`src/rtl/writeback_stage.sv`:
```
// MEM/WB pipeline register, load alignment/extension and write-back select.
// Drives the register-file write port and counts retired instructions.
module writeback_stage #(
  parameter logic [31:0] RESET_COUNT = 32'h0
) (
  input  logic        Clk,
  input  logic        Reset_n,
  input  logic        Stall,
  input  logic        Flush,
  input  logic        Mem_Valid,
  input  logic        Mem_Reg_Write,
  input  logic [1:0]  Mem_Mem_To_Reg,
  input  logic [2:0]  Mem_Load_Type,
  input  logic [4:0]  Mem_Write_Reg,
  input  logic [31:0] Mem_ALU_Result,
  input  logic [31:0] Mem_Read_Data,
  input  logic [31:0] Mem_PC_Plus_8,
  output logic        Register_Write,
  output logic [4:0]  Write_Reg,
  output logic [31:0] Register_Write_Data,
  output logic        WB_Valid,
  output logic        Load_Fault,
  output logic [31:0] Retired_Count
);

  typedef struct packed {
    logic        valid;
    logic        reg_write;
    logic [1:0]  mem_to_reg;
    logic [2:0]  load_type;
    logic [4:0]  write_reg;
    logic [31:0] alu_result;
    logic [31:0] read_data;
    logic [31:0] pc_plus_8;
  } mem_wb_t;

  mem_wb_t q;
  mem_wb_t d;

  always_comb begin
    d = q;
    if (Flush) begin
      d = '0;
    end else if (!Stall) begin
      d.valid      = Mem_Valid;
      d.reg_write  = Mem_Reg_Write;
      d.mem_to_reg = Mem_Mem_To_Reg;
      d.load_type  = Mem_Load_Type;
      d.write_reg  = Mem_Write_Reg;
      d.alu_result = Mem_ALU_Result;
      d.read_data  = Mem_Read_Data;
      d.pc_plus_8  = Mem_PC_Plus_8;
    end
  end

  always_ff @(posedge Clk or negedge Reset_n) begin
    if (!Reset_n) q <= '0;
    else          q <= d;
  end

  logic [1:0]  k;
  logic [7:0]  byte_sel;
  logic [15:0] half_sel;
  logic        is_lh;
  logic        is_lhu;
  logic        is_lb;
  logic        is_lbu;
  logic        is_lw;
  logic        misaligned;
  logic [31:0] load_data;

  assign k        = q.alu_result[1:0];
  assign half_sel = k[1] ? q.read_data[31:16] : q.read_data[15:0];
  assign is_lh    = (q.load_type == 3'b001);
  assign is_lhu   = (q.load_type == 3'b010);
  assign is_lb    = (q.load_type == 3'b011);
  assign is_lbu   = (q.load_type == 3'b100);
  assign is_lw    = !(is_lh | is_lhu | is_lb | is_lbu);

  always_comb begin
    byte_sel = q.read_data[7:0];
    unique case (k)
      2'd0: byte_sel = q.read_data[7:0];
      2'd1: byte_sel = q.read_data[15:8];
      2'd2: byte_sel = q.read_data[23:16];
      2'd3: byte_sel = q.read_data[31:24];
    endcase
  end

  always_comb begin
    load_data = q.read_data;
    unique case (1'b1)
      is_lh:   load_data = {{16{half_sel[15]}}, half_sel};
      is_lhu:  load_data = {16'h0, half_sel};
      is_lb:   load_data = {{24{byte_sel[7]}}, byte_sel};
      is_lbu:  load_data = {24'h0, byte_sel};
      default: load_data = q.read_data;
    endcase
  end

  assign misaligned = (is_lw & (k != 2'd0))
                    | ((is_lh | is_lhu) & k[0]);

  assign Load_Fault = q.valid
                    & (q.mem_to_reg == 2'b01)
                    & misaligned;

  always_comb begin
    Register_Write_Data = q.alu_result;
    unique case (q.mem_to_reg)
      2'b01:   Register_Write_Data = load_data;
      2'b10:   Register_Write_Data = q.pc_plus_8;
      default: Register_Write_Data = q.alu_result;
    endcase
  end

  assign Register_Write = q.valid & q.reg_write
                        & (q.write_reg != 5'd0)
                        & !Load_Fault & !Stall;
  assign Write_Reg = q.write_reg;
  assign WB_Valid  = q.valid;

  logic retire;
  assign retire = q.valid & !Stall & !Load_Fault;

  always_ff @(posedge Clk or negedge Reset_n) begin
    if (!Reset_n)    Retired_Count <= RESET_COUNT;
    else if (retire) Retired_Count <= Retired_Count + 32'd1;
  end

endmodule
```
`config.mk`:
```
export PLATFORM = sky130hd
export DESIGN_NAME = writeback_stage
export DESIGN_NICKNAME = d
export VERILOG_FILES = /design/src/rtl/writeback_stage.sv
export SDC_FILE = /design/constraint.sdc
export NUM_CORES = 1
export LEC_CHECK = 0
export BUFFER_PORTS_ARGS = -buffer_cell sky130_fd_sc_hd__buf_2
export CORE_ASPECT_RATIO = 1.1
export CORE_MARGIN = 1.5
export CORE_UTILIZATION = 53
export CTS_CLUSTER_SIZE = 25
export DETAILED_ROUTE_END_ITERATION = 8
export HOLD_SLACK_MARGIN = 0.05
export PLACE_DENSITY_LB_ADDON = 0.25
export SLEW_MARGIN = 10
export SYNTH_ARGS = -nofsm -noshare
export SYNTH_HDL_FRONTEND = slang
export SYNTH_SLANG_ARGS = --single-unit
```
`constraint.sdc`:
```
create_clock -name Clk -period 2.6 [get_ports Clk]
set_input_delay 0.26 -clock Clk [delete_from_list [all_inputs] [get_ports Clk]]
set_output_delay 0.26 -clock Clk [all_outputs]
set_load 0.03 [all_outputs]
```
* After elaboration in Yosys (flattened, before gate mapping)
Cells that the tools add are included.
W data, S select, Z words.
** Operators by class
- $add $sub $neg :: 1
- Equality and inequality tests :: 10
- Multiplexer cells :: 6
- Bitwise operators :: 14
- Reduce and logical (&&, ||, !) cells :: 6
** Operators with widths (count)
- $mux W108 :: 2
- $pmux W32 S4 :: 1
- $pmux W32 S2 :: 1
- $add A32 B1 Y32 const B :: 1
- $pmux W8 S4 :: 1
- $mux W16 :: 1
- $and A1 B1 Y1 :: 10
- $eq A2 B2 Y1 const B :: 3
- $eq A3 B2 Y1 const B :: 2
- $reduce_bool A5 Y1 :: 1
- $eq A2 B1 Y1 const B :: 2
- $or A1 B1 Y1 :: 4
- $eq A3 B1 Y1 const B :: 1
- $eq A3 B3 Y1 const B :: 1
- $logic_not A1 Y1 :: 3
- $logic_not A2 Y1 :: 1
- $ne A2 B1 Y1 const B :: 1
- $reduce_bool A2 Y1 :: 1
** Word-level totals
- Flip-flop bits (word level) :: 140
- Bits of input ports :: 112
- Output and inout bits :: 72
- Word-level logic and storage cells :: 46

* Longest topological paths before layout
Gate-level depths: netlist of run 1.
- Depth in word-level cells :: 11
- Depth in mapped cells :: 9
- Gate-level depth less buffers :: 6

* Worst setup path after synthesis of run 1
OpenSTA, ideal clock, no wires.
- Path kind :: flip-flop to output port
- From :: register q[105] in the netlist's numbering
- To :: output Register_Write_Data[16]
- Arrival :: 2.237 ns
- Required time :: 2.340 ns
- Path slack :: 0.103 ns
- Cell stages (with the launch flop) :: 9
- Path buffers :: 3
- Path through :: dfrtp_1 > inv_1 > ha_1 > buf_2 > nor2b_1 > clkbuf_1 > a21bo_2 > clkbuf_1 > o21ai_0
** Between the ends
- Longest elaborated chain between the ends :: 2
- Elaborated cells between the ends (all ways) :: 3
- Those cells by class :: eq/ne: 2; mux: 1
** RTL lines
- start, declared :: line 37 : mem_wb_t q;
- start signal, assigned :: line 57 : if (!Reset_n) q <= '0;
- start signal, assigned :: line 58 : else q <= d;
- $eq A2 B2 Y1 / $eq A2 B1 Y1 (equally long branches) :: line 110 : unique case (q.mem_to_reg)
- $pmux W32 S2 (*) :: line 110
- end, declared :: line 20 : output logic [31:0] Register_Write_Data,
Every way passes the cells marked *; elsewhere a longest branch is shown, timed or not.

* Final worst setup path of run 1
- From :: register q[101] in the netlist's numbering
- To :: output Register_Write_Data[6]
** Between the ends
- Longest elaborated chain between the ends :: 3
- Elaborated cells between the ends (all ways) :: 6
- Those cells by class :: eq/ne: 4; mux: 2
** RTL lines
- $eq A3 B3 Y1, or another cell as far along :: line 77 : assign is_lbu = (q.load_type == 3'b100);
- $pmux W32 S4 (*) :: line 92 : unique case (1'b1)
- $pmux W32 S2 (*) :: line 110
Marked as above.

==> results of run 1 <==
critical path: cells and delay by family, from the launching register on:
| family | cells | cell delay (ns) |
|---|---|---|
| AO/OA/AOI/OAI | 4 | 0.88 |
| flip-flops | 1 | 0.51 |
| AND/OR/NAND/NOR | 1 | 0.26 |
| buffers and inverters | 1 | 0.19 |
how the worst max path moves through the flow:
stage | from | endpoint | slack (ns) | cells after the start
2_1_floorplan | q[105]$_DFFE_PN0P_ | Register_Write_Data[16] | 0.10 | 8
3_3_place_gp | q[101]$_DFFE_PN0P_ | Register_Write_Data[6] | 0.38 | 6
3_5_place_dp | q[101]$_DFFE_PN0P_ | Register_Write_Data[6] | 0.33 | 6
4_1_cts | k[1]$_DFFE_PN0P_ | Register_Write_Data[12] | -0.02 | 6
5_1_grt | q[105]$_DFFE_PN0P_ | Register_Write_Data[6] | 0.004 | 7
6_report | q[101]$_DFFE_PN0P_ | Register_Write_Data[6] | 0.09 | 6
report_power, final:
| part | total, mW | switching [mW] | internal, mW | leakage [nW] |
|---|---|---|---|---|
| clock | 2.16 | 0.881 | 1.27 | 0.251 |
| combinational | 0.942 | 0.588 | 0.353 | 2.40 |
| sequential | 2.45 | 0.141 | 2.31 | 1.87 |
per-stage QoR:
stage               instance area, sq um  setup WS, ns  TNS, ns
detailed placement                  8130         0.329        0
global route                        8760       0.00418        0
floorplan                           7090         0.103        0
CTS                                 8680       -0.0216  -0.0296
global placement                    8130         0.379        0
finish                              8760        0.0882        0
kinds of logic (layout without fill, tap and decap cells):
| logic type | after synthesis | count (layout) | synth area share |
|---|---|---|---|
| AND/OR/NAND/NOR | 236 | 236 | 0.148 |
| XOR/XNOR | 33 | 33 | 0.0418 |
| flip-flops | 140 | 140 | 0.494 |
| multiplexers | 117 | 117 | 0.167 |
| adder cells (fa/ha/maj) | 4 | 4 | 0.00671 |
| buffers and inverters | 60 | 235 | 0.0374 |
| AO/OA/AOI/OAI | 107 | 107 | 0.105 |
timing repair:
item / CTS / global route
gates cloned: 0 / 0
hold buffers: 1 / 0
endpoints found under the hold margin: 60 / 0
pin swaps: 0 / 1
gates resized for setup: 8 / 22
endpoints found under the setup margin: 11 / 32
routing by layer:
| metal | global-route usage | vias up |
|---|---|---|
| li1 | - | 2777 |
| met1 | 0.367 | 2862 |
| met2 | 0.457 | 215 |
| met3 | 0.0783 | 31 |
| met4 | 0.0816 | 0 |
| met5 | 0 | - |
cell usage in the layout, fill, tap and decap left out, drive strengths merged, types with 2 or more instances in the layout:
cell      count
nor2b         2
a221oi        7
a21oi        23
nor4          5
o221ai        9
and3          6
mux2i       116
clkbuf       25
ha            3
nand2        24
nand4        12
xor2         12
a21o          2
a21boi        2
buf         193
inv           9
clkinv        4
xnor2        21
or4           2
dfrtp       140
a22oi        24
nor3          5
clkinvlp      3
o21ai        29
nor2        157
nand3        15
final cells by class:
type | count | share of cell area
Clock buffer | 23 | 0.0545
Clock inverter | 7 | 0.00485
Inverter | 9 | 0.00385
Multi-Input combinational cell | 497 | 0.389
Sequential cell | 140 | 0.400
Tap cell | 161 | 0.0230
Timing Repair Buffer | 196 | 0.124
sequential cells by signal, indices dropped and copies added (netlist names):
register and count:
Retired_Count 32, WB_Valid 1, Write_Reg 5, k 2, q 100
==> impl_metrics.ini, run 1 <==
[cells_and_area]
layout.nets = 976
drive_above_1_share = 0.292
fin_util = 0.669
final.fill_count = 1038
antennaDiodeCount = 0
area_growth_syn_to_layout_pct = 23.7
sequential_cell_area_sq_um = 3510
stdcell_count = 1033
multi_input_comb_area_sq_um = 3410

[clocking]
post_cts_buffers = 0
cts-buffers-inserted = 17
clkLatencyLatePin_ns = 0.42
cts.sinks = 140
htree_levels = 4
clk_root_buffer_cell = clkbuf_16
cts.path.max_buffers = 2
path_clk_slew_ns = 0.06
clock_tree_from_tritoncts = done

[critical_path]
worstPathMaxFanout = 16
crit_path_start_kind = register
timing.critical_path.required_ns = 2.34
rr_startpoint = q[102]$_DFFE_PN0P_
reg2regPathDepth = 5
arrival_time_reported_for_the_critical_path_endpoint_ns = 2.25
r2r_end = Retired_Count[18]$_DFFE_PN0P_
critical_path.max_stage_delay_ns = 0.51
worst_case_register_to_register_setup_slack_ns = 0.42
critPathSlowestCell = dfrtp_2
setup.worst_path.class = reg2out
setup.worst_path.end_class = output port
crit_path_cell_trace = and3b_1, o21ai_2, o221a_1, a21boi_1, a221o_1, buf_2

[route]
detailroute.wirelength.met3_mm = 1.28
wl_mm = 19.2
drt.antenna.violating_nets = 0
routed_via_density = 5.70
wl_per_cell_microns = 18.6
dr.max_layer_used = met4
met2WireLength_mm = 9.38
drt-pass1-iter-count = 5
routed-via-count = 5885
met1_wire_length_mm = 8.16
number_of_remaining_drc_errors = 0
dr.first_iter.drc_count = 474

[global_routing]
grtUsageTotal = 0.280
grt_start_max_net_pins = 109
global_route_wire_length_before_repair_mm = 30.7
gr-total-overflow = 0
grt_antenna_before_repair = 0
vias_in_the_first_global_route = 5850

[die]
floorplan.die_area_sq_um = 14100
die_h_microns = 124
fp-row-count = 44
die_width_microns = 113
floorplan.io_pins = 184
fp.coreArea_sq_um = 13100
initial_utilization = 0.541

[job]
max-cap-violations = 0

[worst_hold_path]
hold_path_depth = 3
whs_endpoint = q[40]$_DFFE_PN0P_
timing.hold.worst.start = Mem_Read_Data[8]
class_of_the_tightest_hold_or_removal_check = in2reg

[synthesis]
synthMostInstantiatedCell = nor2_1
nets_in_the_synthesized_netlist = 812
synth.cell_area_sq_um = 7090
ys_seq_elements = 140
commonest_cells_in_the_netlist = 157 x nor2_1, 140 x dfrtp_1, 116 x mux2i_1
yosys-top-cells-area = dfrtp_1 49%, mux2i_1 16%, nor2_1 8.3%
synth_edf_count = 0
post_synth.cell_area_avg_sq_um = 10.2
seq_area_frac_synth = 0.494
asyncSetResetFlopFracSynth = 1.00
synthFlopType = dfrtp_1
synth_largest_area_cell = dfrtp_1
synth_cells = 697
ys_warn_count = 0
netlist.area_leader.share = 0.494
synth.lib_cells_used.distinct = 55

[placement]
placed_cells_incl_taps = 1002
gp_congestion = 0.863
port-buffer-count = 183
dpl.hpwl_mm = 13.5

[timing]
worst_pin_slew_ns = 0.816
timing.fmax_ghz = 0.398
timing.final.max_slew_violations = 0
timing.final.crit_period_ns = 2.51
worst_slew_margin_rel = 0.456
setup-violations-final = 0
fin_worst_hold_slack_ns = 0.0814
post-route-period-util = 0.966
timing.clock.skew_ns = 0.00678
grt_setup_unrepaired = false
final_hold_viol_count = 0

[run_status]
run_status = finished, final reports clean

[power_and_ir_drop]
leakage_nw = 4.52
fin_total_pwr_mw = 5.54
ir_worst_vdd_uv = 369
pwr_density_cell_nw_per_um2 = 632
Note: power is estimated with default switching activity, not from simulation.
==> run 2: changes to the inputs <==
--- a/config.mk
+++ b/config.mk
@@ -5,10 +5,10 @@
 export SDC_FILE = /design/constraint.sdc
 export NUM_CORES = 1
 export LEC_CHECK = 0
+export ABC_AREA = 1
 export BUFFER_PORTS_ARGS = -buffer_cell sky130_fd_sc_hd__buf_2
-export CORE_ASPECT_RATIO = 1.1
 export CORE_MARGIN = 1.5
-export CORE_UTILIZATION = 53
+export CORE_UTILIZATION = 55
 export CTS_CLUSTER_SIZE = 25
 export DETAILED_ROUTE_END_ITERATION = 8
 export HOLD_SLACK_MARGIN = 0.05
==> constraint.sdc (replaced) <==
create_clock -name Clk -period 2.73 [get_ports Clk]
set_input_delay 0.273 -clock Clk [delete_from_list [all_inputs] [get_ports Clk]]
set_output_delay 0.273 -clock Clk [all_outputs]
set_load 0.03 [all_outputs]
==> run 2 against run 1 <==
- sequential power is 2% lower
- area after synthesis is 15% higher
- die area is 10% higher
- combinational power is 50% higher
- clock skew is 0.00080 ns lower
- register-to-register slack better by 0.37 ns
- first-iteration DRC count is 29% higher
- critical path depth is 2 higher
- routed wire length is 26% higher
- sequential share of layout area is 3.9 points lower
==> impl_metrics.ini, run 2 <==
[run_status]
run_status = finished, final reports clean

[cells_and_area]
largest_reg_flops = 100
layout.nets = 1397
drive_above_1_share = 0.203
top_register = q
layout.cells.most_common = nand2_1
stdcell_count = 1478
antennaDiodeCount = 0
area_growth_syn_to_layout_pct = 19.3
most-common-layout-cells = 346 x nand2_1, 191 x nand3_1, 181 x buf_2

[die]
initial_utilization = 0.561
die_h_microns = 124
fp-row-count = 44
fp.coreArea_sq_um = 14500
floorplan.io_pins = 184
die_width_microns = 124
floorplan.die_area_sq_um = 15500

[clocking]
clkLatencyLatePin_ns = 0.43
cts.sinks = 140
path_clk_slew_ns = 0.06
htree_levels = 4
cts.path.max_buffers = 2
clock_tree_from_tritoncts = done
cts-buffers-inserted = 17
clk_root_buffer_cell = clkbuf_16

[job]
max-cap-violations = 0

[timing]
timing.fmax_ghz = 0.384
final.setup.worst_slack_ns = 0.128
timing.final.crit_period_ns = 2.60
totalNegativeSetupSlack_ns = 0
worst_slew_margin_rel = 0.273
post-route-period-util = 0.953
setup-violations-final = 0
grt_setup_unrepaired = false
timing.clock.skew_ns = 0.00599
final_hold_viol_count = 0
timing.final.max_slew_violations = 0
worst_pin_slew_ns = 1.09
fin_worst_hold_slack_ns = 0.0667

[power_and_ir_drop]
pwr_density_cell_nw_per_um2 = 630
ir_worst_vdd_uv = 499
leakage_nw = 5.01

[synthesis]
seq_area_frac_synth = 0.432
netlist.area_leader.share = 0.432
asyncSetResetFlopFracSynth = 1.00
post_synth.cell_area_avg_sq_um = 7.13
commonest_cells_in_the_netlist = 347 x nand2_1, 191 x nand3_1, 140 x dfrtp_1
synthFlopType = dfrtp_1
ys_seq_elements = 140
synth_cells = 1139
synth.lib_cells_used.distinct = 34
synthMostInstantiatedCell = nand2_1
synth.cell_area_sq_um = 8120
synth_largest_area_cell = dfrtp_1
yosys-top-cells-area = dfrtp_1 43%, nand2_1 16%, nand3_1 12%
synth_edf_count = 0
nets_in_the_synthesized_netlist = 1254
ys_warn_count = 0

[route]
routed-via-count = 8213
detailroute.wirelength.met3_mm = 1.74
dr.max_layer_used = met4
drt.antenna.violating_nets = 0
wl_mm = 24.2
wl_per_cell_microns = 16.4
met2WireLength_mm = 11.3
routed_via_density = 5.56
met1_wire_length_mm = 10.6
number_of_remaining_drc_errors = 0
dr.first_iter.drc_count = 613
drt-pass1-iter-count = 5

[global_routing]
grt_antenna_before_repair = 1
gr-total-overflow = 0
grt_start_max_net_pins = 189
vias_in_the_first_global_route = 7579
grtUsageTotal = 0.319
global_route_wire_length_before_repair_mm = 39.2

[critical_path]
worst_case_register_to_register_setup_slack_ns = 0.79
arrival_time_reported_for_the_critical_path_endpoint_ns = 2.33
crit_path_start_kind = register
timing.critical_path.required_ns = 2.46
setup.worst_path.class = reg2out
setup.worst_path.end_class = output port
rr_startpoint = q[105]$_DFFE_PN0P_
worstPathMaxFanout = 12
critical_path.startpoint = k[1]$_DFFE_PN0P_
r2r_end = Retired_Count[26]$_DFFE_PN0P_
reg2regPathDepth = 9
worst_setup_path_endpoint = Register_Write_Data[27]

[placement]
dpl.hpwl_mm = 16.8
placed_cells_incl_taps = 1443
port-buffer-count = 183
gp_congestion = 0.903
place_ws_ns = 0.469

[worst_hold_path]
class_of_the_tightest_hold_or_removal_check = in2reg
## run 2: worst min path at each step
stage / cells past startpoint / slack (ns) / end / start
finish: 3 / 0.07 / q[8]$_DFFE_PN0P_ / Mem_PC_Plus_8[8]
global placement: 1 / 0.25 / q[103]$_DFFE_PN0P_ / Reset_n
global route: 3 / 0.08 / q[24]$_DFFE_PN0P_ / Mem_PC_Plus_8[24]
detailed placement: 1 / 0.26 / q[4]$_DFFE_PN0P_ / Reset_n
CTS: 3 / 0.06 / q[8]$_DFFE_PN0P_ / Mem_PC_Plus_8[8]
floorplan: 0 / -0.02 / Retired_Count[0]$_DFFE_PN0P_ / Reset_n
## run 2: repair_timing
item	in CTS	in global routing
buffers inserted	0	3
hold buffers	1	0
resized for setup	0	2
endpoints found under the hold margin	51	0
endpoints found under the setup margin	0	18
## run 2: critical path, cell delays in order, from the launching register on
cell and delay, ns:
dfrtp_1 0.49, inv_4 0.18, nand2_1 0.09, nand2_1 0.13
nand3_1 0.21, nand3_4 0.20, nand2_1 0.07, a21oi_1 0.27
buf_2 0.26
## run 2: stage by stage
stage,power [mW],util,instance area [sq um]
after detailed placement,3.81,0.626,9060
after floorplan,3.32,-,8120
after CTS,6.10,0.667,9650
after global routing,6.36,0.669,9680
final,6.09,0.669,9680
after global placement,3.80,0.626,9060
## run 2: final cells by class
cell class | instances | area (sq um)
Fill cell | 1316 | 4800
Sequential cell | 140 | 3500
Multi-Input combinational cell | 851 | 3970
Clock buffer | 25 | 495
Inverter | 70 | 275
Timing Repair Buffer | 202 | 1120
Clock inverter | 6 | 85.1
Tap cell | 184 | 230
## run 2: cell families (layout without fill, tap and decap cells)
kind of cell	count (synthesis)	in the layout	share of synthesized area
buffers and inverters	148	303	0.0797
flip-flops	140	140	0.432
adder cells (fa/ha/maj)	3	3	0.00463
AO/OA/AOI/OAI	176	176	0.111
XOR/XNOR	16	16	0.0173
AND/OR/NAND/NOR	656	656	0.356
## run 2: where the power goes
group	switching [mW]	leakage (nW)	internal (mW)	total, mW
logic	0.974	2.88	0.433	1.41
registers	0.163	1.85	2.22	2.39
clock network	0.866	0.279	1.43	2.30
total	2.00	5.01	4.09	6.09
## run 2: layer usage
layer / track usage / vias up
met1: 0.435 / 3877
met2: 0.497 / 310
met5: 0 / -
li1: - / 3987
met4: 0.105 / 0
met3: 0.0820 / 39
==> run 3: changes to the inputs <==
--- a/config.mk
+++ b/config.mk
@@ -7,7 +7,7 @@
 export LEC_CHECK = 0
 export ABC_AREA = 1
 export BUFFER_PORTS_ARGS = -buffer_cell sky130_fd_sc_hd__buf_2
-export CORE_MARGIN = 1.5
+export CORE_MARGIN = 2
 export CORE_UTILIZATION = 55
 export CTS_CLUSTER_SIZE = 25
 export DETAILED_ROUTE_END_ITERATION = 8
==> run 3 against run 2 <==
- largest power group is now the clock network
- maximum frequency up 1.8%
- via count down 0.60%
- clock skew up 0.00052 ns
- routed wire length down 0.97%
- clock power up 13%
- power up 4.7%
- sequential power about the same
==> impl_metrics.ini, run 3 (synthesis gave the netlist of run 2 again) <==
[route]
number_of_remaining_drc_errors = 0
wl_per_cell_microns = 16.3
wl_mm = 24.0
drt.antenna.violating_nets = 0
routed-via-count = 8164
routed_via_density = 5.53
dr.first_iter.drc_count = 779
drt-pass1-iter-count = 6

[timing]
worst_pin_slew_ns = 0.888
setup-violations-final = 0
timing.clock.skew_ns = 0.00650
totalNegativeSetupSlack_ns = 0
grt_setup_unrepaired = false
post-route-period-util = 0.936
fin_worst_hold_slack_ns = 0.0731
final_hold_viol_count = 0
timing.final.crit_period_ns = 2.56
worst_slew_margin_rel = 0.408
timing.final.max_slew_violations = 0
timing.fmax_ghz = 0.391

[cells_and_area]
final.fill_count = 1293
top_register = q
stdcell_count = 1476
area_growth_syn_to_layout_pct = 19.7
fin_util = 0.671
final_cell_area_sq_um = 9710
layout.cells.most_common = nand2_1
layout.nets = 1394
drive_above_1_share = 0.204
largest_reg_flops = 100
most-common-layout-cells = 346 x nand2_1, 191 x nand3_1, 181 x buf_2
antennaDiodeCount = 0

[clocking]
cts-buffers-inserted = 17
cts.sinks = 140
clock_tree_from_tritoncts = done
clk_root_buffer_cell = clkbuf_16
htree_levels = 4
clkLatencyLatePin_ns = 0.43
path_clk_slew_ns = 0.06
cts.path.max_buffers = 2

[placement]
post_dp_cell_area_sq_um = 9040
gp_congestion = 0.981
placed_cells_incl_taps = 1443
port-buffer-count = 183
dpl.hpwl_mm = 16.7

[die]
fp.coreArea_sq_um = 14500
die_h_microns = 125
fp-row-count = 44
floorplan.io_pins = 184
initial_utilization = 0.561
die_width_microns = 125
floorplan.die_area_sq_um = 15700

[global_routing]
vias_in_the_first_global_route = 7359
grt_antenna_before_repair = 1
gr-total-overflow = 0
global_route_wire_length_before_repair_mm = 38.3
grtUsageTotal = 0.306
grt_start_max_net_pins = 95

[critical_path]
timing.critical_path.required_ns = 2.46
worstPathMaxFanout = 37
arrival_time_reported_for_the_critical_path_endpoint_ns = 2.28
crit_path_start_kind = register
setup.worst_path.class = reg2out
setup.worst_path.end_class = output port

[power_and_ir_drop]
ir_worst_vdd_uv = 531
leakage_nw = 5.02
pwr_density_cell_nw_per_um2 = 657

[job]
max-cap-violations = 0

[run_status]
run_status = finished, final reports clean

[worst_hold_path]
class_of_the_tightest_hold_or_removal_check = in2reg
-- run 3: critical path: stages (launching register included) --
cell and delay (ns):
dfrtp_1 0.48, inv_2 0.13, nand3_2 0.13, nand2_4 0.34, nand2_2 0.12, nand2_4 0.11, nand2_8 0.17, nor3_2 0.15
buf_2 0.21
-- run 3: report_power, final --
| group | internal, mW | switching [mW] | leakage [nW] |
|---|---|---|---|
| logic | 0.414 | 0.974 | 2.86 |
| clock network | 1.68 | 0.935 | 0.316 |
| registers | 2.22 | 0.156 | 1.85 |
| total | 4.31 | 2.07 | 5.02 |
-- run 3: cell type report --
type                       instances  area [sq um]  area share
multi-input combinational        851          3970       0.409
sequential                       140          3500       0.361
timing repair buffer             199          1070       0.110
clock buffer                      19           453      0.0466
inverter                          70           273      0.0281
tap                              184           230      0.0237
clock inverter                    13           213      0.0219
-- run 3: layer usage --
layer	wire length, microns	GRT usage	part of all wire
met2	10900	0.466	0.45
met5	0	0	0
met4	567	0.103	0.024
met3	1840	0.0552	0.077
met1	10700	0.443	0.45
-- run 3: metrics by stage --
stage	power (mW)	setup slack (ns)
floorplan	3.32	0.734
global placement	3.77	0.719
detailed placement	3.79	0.701
CTS	6.38	0.194
global route	6.63	0.0515
finish	6.38	0.175
-- run 3: path summary, 6_finish.rpt --
kind                       cells past startpoint          startpoint  slack [ns]                            end
min                                            3   Mem_Read_Data[15]        0.07              q[47]$_DFFE_PN0P_
max in group asynchronous                      3             Reset_n        1.58   Retired_Count[7]$_DFFE_PN0P_
min reg2reg                                    2   q[80]$_DFFE_PN0P_        0.51              q[80]$_DFFE_PN0P_
max                                            8  q[101]$_DFFE_PN0P_        0.17                 Register_Write
min in group asynchronous                      2             Reset_n        0.45              q[38]$_DFFE_PN0P_
max reg2reg                                    9  q[101]$_DFFE_PN0P_        0.72  Retired_Count[27]$_DFFE_PN0P_
-- run 3: what timing repair did --
action,4_1_cts,5_1_grt
hold endpoints to repair,66,0
buffers inserted,0,0
hold buffers,1,0
resized for setup,0,0
